$ cat src/rtl/microprogram_sequencer_pkg.sv
// Shared encodings for the microprogram sequencer: widths, ns_sel and
// cond_sel codes, dispatched opcodes and their microstore entry states.
package microprogram_sequencer_pkg;

  localparam int unsigned STATE_W  = 7;
  localparam int unsigned OPCODE_W = 6;
  localparam int unsigned NS_SEL_W = 3;
  localparam int unsigned COND_W   = 2;

  // next-state modes
  localparam logic [NS_SEL_W-1:0] NS_DISPATCH = 3'd0;
  localparam logic [NS_SEL_W-1:0] NS_INC      = 3'd1;
  localparam logic [NS_SEL_W-1:0] NS_JUMP     = 3'd2;
  localparam logic [NS_SEL_W-1:0] NS_BRANCH   = 3'd3;
  localparam logic [NS_SEL_W-1:0] NS_WAIT     = 3'd4;

  // condition sources
  localparam logic [COND_W-1:0] COND_MOC   = 2'd0;
  localparam logic [COND_W-1:0] COND_ZERO  = 2'd1;
  localparam logic [COND_W-1:0] COND_NEG   = 2'd2;
  localparam logic [COND_W-1:0] COND_TRUE  = 2'd3;

  // opcodes recognised by dispatch
  localparam logic [OPCODE_W-1:0] OP_RTYPE = 6'h00;
  localparam logic [OPCODE_W-1:0] OP_ADDI  = 6'h08;
  localparam logic [OPCODE_W-1:0] OP_LW    = 6'h23;
  localparam logic [OPCODE_W-1:0] OP_SW    = 6'h2B;
  localparam logic [OPCODE_W-1:0] OP_BEQ   = 6'h04;
  localparam logic [OPCODE_W-1:0] OP_J     = 6'h02;

  // microstore entry point of each instruction class
  localparam logic [STATE_W-1:0] DS_RTYPE = 7'd2;
  localparam logic [STATE_W-1:0] DS_ADDI  = 7'd3;
  localparam logic [STATE_W-1:0] DS_LW    = 7'd6;
  localparam logic [STATE_W-1:0] DS_SW    = 7'd11;
  localparam logic [STATE_W-1:0] DS_BEQ   = 7'd16;
  localparam logic [STATE_W-1:0] DS_J     = 7'd18;

endpackage

$ cat src/rtl/microprogram_sequencer_encoder.sv
// Opcode dispatch table: maps IR[31:26] to the first microstore state of
// that instruction class; unknown opcodes fall back to the reset state.
module opcode_dispatch_encoder
  import microprogram_sequencer_pkg::*;
#(
  parameter int unsigned RESET_STATE = 0
) (
  input  logic [5:0] opcode,
  output logic [6:0] target
);

  // combinational opcode lookup
  always_comb begin
    target = STATE_W'(RESET_STATE);
    case (opcode)
      OP_RTYPE: target = DS_RTYPE;
      OP_ADDI:  target = DS_ADDI;
      OP_LW:    target = DS_LW;
      OP_SW:    target = DS_SW;
      OP_BEQ:   target = DS_BEQ;
      OP_J:     target = DS_J;
      default:  target = STATE_W'(RESET_STATE);
    endcase
  end

endmodule

$ cat src/rtl/microprogram_sequencer.sv
// Microprogram next-state sequencer: holds the control state (microstore
// address) and selects dispatch / increment / jump / branch / wait-for-MOC.
// Optional feature macro: SEQ_MOC_TIMEOUT_EN (bounded MOC wait with sticky
// timeout_err); without it the wait is unbounded and timeout_err is 0.
module microprogram_sequencer
  import microprogram_sequencer_pkg::*;
#(
  parameter int unsigned RESET_STATE    = 0,
  parameter int unsigned MAX_STATE      = 19,
  parameter int unsigned TIMEOUT_CYCLES = 16
) (
  input  logic       clk,
  input  logic       reset,
  input  logic [5:0] opcode,
  input  logic [2:0] ns_sel,
  input  logic [1:0] cond_sel,
  input  logic       cond_inv,
  input  logic [6:0] cr_addr,
  input  logic       moc,
  input  logic       alu_zero,
  input  logic       alu_neg,
  output logic [6:0] state,
  output logic       wait_moc,
  output logic       timeout_err
);

  localparam logic [STATE_W-1:0] RST_S = STATE_W'(RESET_STATE);
  localparam logic [STATE_W-1:0] MAX_S = STATE_W'(MAX_STATE);

  logic [STATE_W-1:0] dispatch_state;
  logic [STATE_W-1:0] inc_state;
  logic [STATE_W-1:0] target;
  logic [STATE_W-1:0] next_state;
  logic               cond_raw;
  logic               cond;
  logic               timeout_hit;

  opcode_dispatch_encoder #(
    .RESET_STATE(RESET_STATE)
  ) u_encoder (
    .opcode(opcode),
    .target(dispatch_state)
  );

  // stall indication; forced low while reset is asserted
  assign wait_moc = !reset && (ns_sel == NS_WAIT) && !moc;

`ifdef SEQ_MOC_TIMEOUT_EN
  localparam int unsigned CNT_W = $clog2(TIMEOUT_CYCLES + 1);
  localparam logic [CNT_W-1:0] CNT_LIMIT = CNT_W'(TIMEOUT_CYCLES - 1);

  logic [CNT_W-1:0] wait_cnt;
  logic             err_q;

  assign timeout_hit = wait_moc && (wait_cnt == CNT_LIMIT);
  assign timeout_err = err_q;

  // count consecutive stalled cycles; latch the error when the limit is hit
  always_ff @(posedge clk or posedge reset) begin
    if (reset) begin
      wait_cnt <= '0;
      err_q    <= 1'b0;
    end else if (timeout_hit) begin
      wait_cnt <= '0;
      err_q    <= 1'b1;
    end else if (wait_moc) begin
      wait_cnt <= wait_cnt + CNT_W'(1);
    end else begin
      wait_cnt <= '0;
    end
  end
`else
  assign timeout_hit = 1'b0;
  assign timeout_err = 1'b0;
`endif

  // next-state selection from the current microinstruction's fields
  always_comb begin
    cond_raw   = 1'b0;
    target     = RST_S;
    next_state = RST_S;
    inc_state  = state + STATE_W'(1);

    case (cond_sel)
      COND_MOC:  cond_raw = moc;
      COND_ZERO: cond_raw = alu_zero;
      COND_NEG:  cond_raw = alu_neg;
      default:   cond_raw = 1'b1;
    endcase
    cond = cond_raw ^ cond_inv;

    case (ns_sel)
      NS_DISPATCH: target = dispatch_state;
      NS_INC:      target = inc_state;
      NS_JUMP:     target = cr_addr;
      NS_BRANCH:   target = cond ? cr_addr : inc_state;
      NS_WAIT:     target = moc ? inc_state : state;
      default:     target = RST_S;
    endcase

    // unimplemented targets (including increment past the top) restart
    next_state = (target > MAX_S) ? RST_S : target;
    if (timeout_hit) next_state = RST_S;
  end

  // control state register
  always_ff @(posedge clk or posedge reset) begin
    if (reset) state <= RST_S;
    else       state <= next_state;
  end

endmodule

$ cat config.mk
export PLATFORM = sky130hd
export DESIGN_NAME = microprogram_sequencer
export DESIGN_NICKNAME = d
export VERILOG_FILES = /design/src/rtl/microprogram_sequencer_pkg.sv /design/src/rtl/microprogram_sequencer_encoder.sv /design/src/rtl/microprogram_sequencer.sv
export SDC_FILE = /design/constraint.sdc
export NUM_CORES = 1
export LEC_CHECK = 0
export CORE_MARGIN = 10
export CORE_UTILIZATION = 43
export CTS_CLUSTER_SIZE = 28
export DETAILED_ROUTE_END_ITERATION = 6
export HOLD_SLACK_MARGIN = 0.03
export PLACE_DENSITY = 0.89
export SLEW_MARGIN = 5
export SYNTH_ARGS = -nofsm -noshare
export SYNTH_HDL_FRONTEND = slang
export SYNTH_SLANG_ARGS = --single-unit
export TNS_END_PERCENT = 5
$ cat constraint.sdc
create_clock -name clk -period 2.5 [get_ports clk]
set_input_delay 0.375 -clock clk [delete_from_list [all_inputs] [get_ports clk]]
set_output_delay 0.375 -clock clk [all_outputs]
set_load 0.01 [all_outputs]
==> qor.yml <==
synth:
  synthArstFlopShare: 1.00
  synth.area.top_cells: "dfrtp_1 (21%), mux2i_1 (7.1%), nor2_1 (5.8%)"
  synth_cell_types: 39
  yosysTopAreaCell: "dfrtp_1"
  synthFlopType: "dfrtp_1"
  yosys_warnings: 0
  synth_edf_count: 0
  synth_top_area_frac: 0.207
  syn_area_per_cell_um2: 7.61
  yosysMostFrequentCell: "nor2_1"
  syn_area_um2: 845
  seq_area_frac_synth: 0.207
  synth_common_cells: "nor2_1 (13), nand2_1 (11), dfrtp_1 (7), nand3_1 (7), mux2i_1 (6)"
  syn_inst: 111
  synth-seq-cells: 7
timing:
  fin_crit_ns: 2.34
  finalMaxSlewViolations: 0
  rsz0062_at_grt: "no"
  setup_viol: 0
  hold_viol: 0
  period_share: 0.935
  fin_skew_ns: 0.0180
  fmax_ghz: 0.428
  whs_ns: 0.382
placement:
  place_hpwl_um: 2240
  port_buffers: 31
  placedCellCount: 169
  place_congestion: 0.927
die:
  start_util: 0.469
  dieHeight_um: 64.3
  die_area_mm2: 0.00414
  io_pins: 33
  die_w_um: 64.3
  core_area_mm2: 0.00180
  num_rows: 15
clock_network:
  cts_setup_buffers: 0
  holdBufCountCts: 0
  cts-buffers-inserted: 3
  cts_root_buffer: "clkbuf_4"
  cts_resized: 0
  tritoncts: "done"
  clk_latency_ns: 0.26
  h-tree-depth: 1
  cts_sinks: 7
  cts_max_path_buffers: 2
  clk_pin_slew_worst_paths_ns: 0.07
finish:
  finalNetCount: 174
  reg_top3: "state: 7 flops"
  final_layout_size_suffix_gt1_frac: 0.115
  multi_input_area_um2: 623
  fillers: 156
  largest_reg_flops: 7
  final-instance-count-excl-fill: 173
  regArea_um2: 175
  regMostFlops: "state"
  n_antenna_cell: 0
  area_delta_synth_final_pct: 45.8
drt:
  route.vias.total: 979
  vias_per_cell: 5.66
  drt-initial-drc-count: 40
  first_pass_iters: 4
  drcViolationCount: 0
  wl_per_cell_um: 16.1
  routed_wl_um: 2780
  ant_nets: 0
global_route:
  grt_usage: 0.128
  antenna_found_initial: 0
  first_global_vias: 953
  gr-total-overflow: 0
  grt_pass1_wl_um: 4400
  grt_max_degree: 10
power:
  p_total_w: 0.000435
  p_per_area_mw_per_mm2: 353
  leakagePower_nw: 0.512
  ir_worst_vdd_mv: 0.305
hold_path:
  hold_class: "primary input to async pin"
worst_setup_path:
  end_kind: "register"
  critPathMaxFanout: 4
  r2r_cells: 8
  reg2reg_from: "state[0]"
  arrival_ns: 2.50
  cp-start-kind: "primary input"
  worstPathRequired_ns: 2.67
  r2r_slack_ns: 0.33
  worstSetupPathType: "primary input to register"
  r2r-end: "state[1]"
run:
  maxCapViolations: 0
outcome:
  status: "complete, no violations"
==> through the flow <==
stage	TNS [ns]	setup WS, ns	area (µm²)	utilization
2_1_floorplan	0	0.556	852	-
3_3_place_gp	0	0.0838	1200	0.668
3_5_place_dp	-0.0754	-0.0642	1200	0.668
4_1_cts	0	0.162	1230	0.683
5_1_grt	0	0.00922	1230	0.683
6_report	0	0.162	1230	0.683
==> routing by layer <==
layer / vias up / share of wire / GRT usage
met5: - / 0 / 0
met2: 53 / 0.53 / 0.236
met4: 0 / 0 / 0.0134
li1: 473 / - / -
met1: 453 / 0.39 / 0.145
met3: 0 / 0.081 / 0.0383
==> layout make-up <==
cell class,instances,share of cell area
clock buffer,3,0.0183
clock inverter,1,0.00407
inverter,5,0.0152
multi-input combinational,95,0.506
sequential,7,0.142
tap,25,0.0254
timing repair buffer,37,0.289
==> logic make-up (layout without fill, tap and decap cells) <==
family / count (synthesis) / in the layout / synth area share
fa+ha+maj: 1 / 1 / 0.0148
other cells: 1 / 3 / 0.00444
flops: 7 / 7 / 0.207
buf+inv: 11 / 46 / 0.0637
xor+xnor: 9 / 9 / 0.102
simple gates: 48 / 48 / 0.276
compound gates: 25 / 25 / 0.216
mux: 9 / 9 / 0.116
==> placed cells by master, fill, tap and decap left out, types with 2 or more instances in the layout <==
master	instances
clkdlybuf4s50_1	31
nor2_1	13
nand2_1	11
nand3_1	7
dfrtp_1	7
mux2i_1	6
buf_4	6
xor2_1	5
inv_1	5
o21ai_0	5
a21oi_1	5
nor4_1	4
nor3_1	3
xnor2_1	3
a31oi_1	3
nand2b_1	3
conb_1	3
clkbuf_4	3
nand4_1	2
a221oi_1	2
o22ai_1	2
nor3b_1	2
==> critical path: stages <==
cell             delay, ns
clkdlybuf4s50_1       0.50
mux2i_1               0.19
mux2i_1               0.12
xnor2_2               0.28
mux2_1                0.36
a21oi_1               0.30
a21oi_2               0.11
nor3b_1               0.25
==> power by group <==
part           leakage, nW  switching, W  internal (W)
logic                0.404     0.0000890      0.000104
registers           0.0908     0.0000148      0.000122
clock network       0.0177     0.0000470     0.0000586
total                0.512      0.000151      0.000284
==> worst max path at each step <==
stage / start / endpoint / slack, ns / depth (start not counted)
after global routing: ns_sel[0] / wait_moc / 0.009 / 4
after floorplan: moc / state[0] / 0.56 / 8
final: cond_sel[0] / state[1] / 0.16 / 8
after CTS: cond_sel[0] / state[1] / 0.16 / 8
after global placement: cond_sel[0] / state[1] / 0.08 / 8
after detailed placement: cond_sel[0] / state[1] / -0.06 / 8
(Power assumes the default switching activity.)
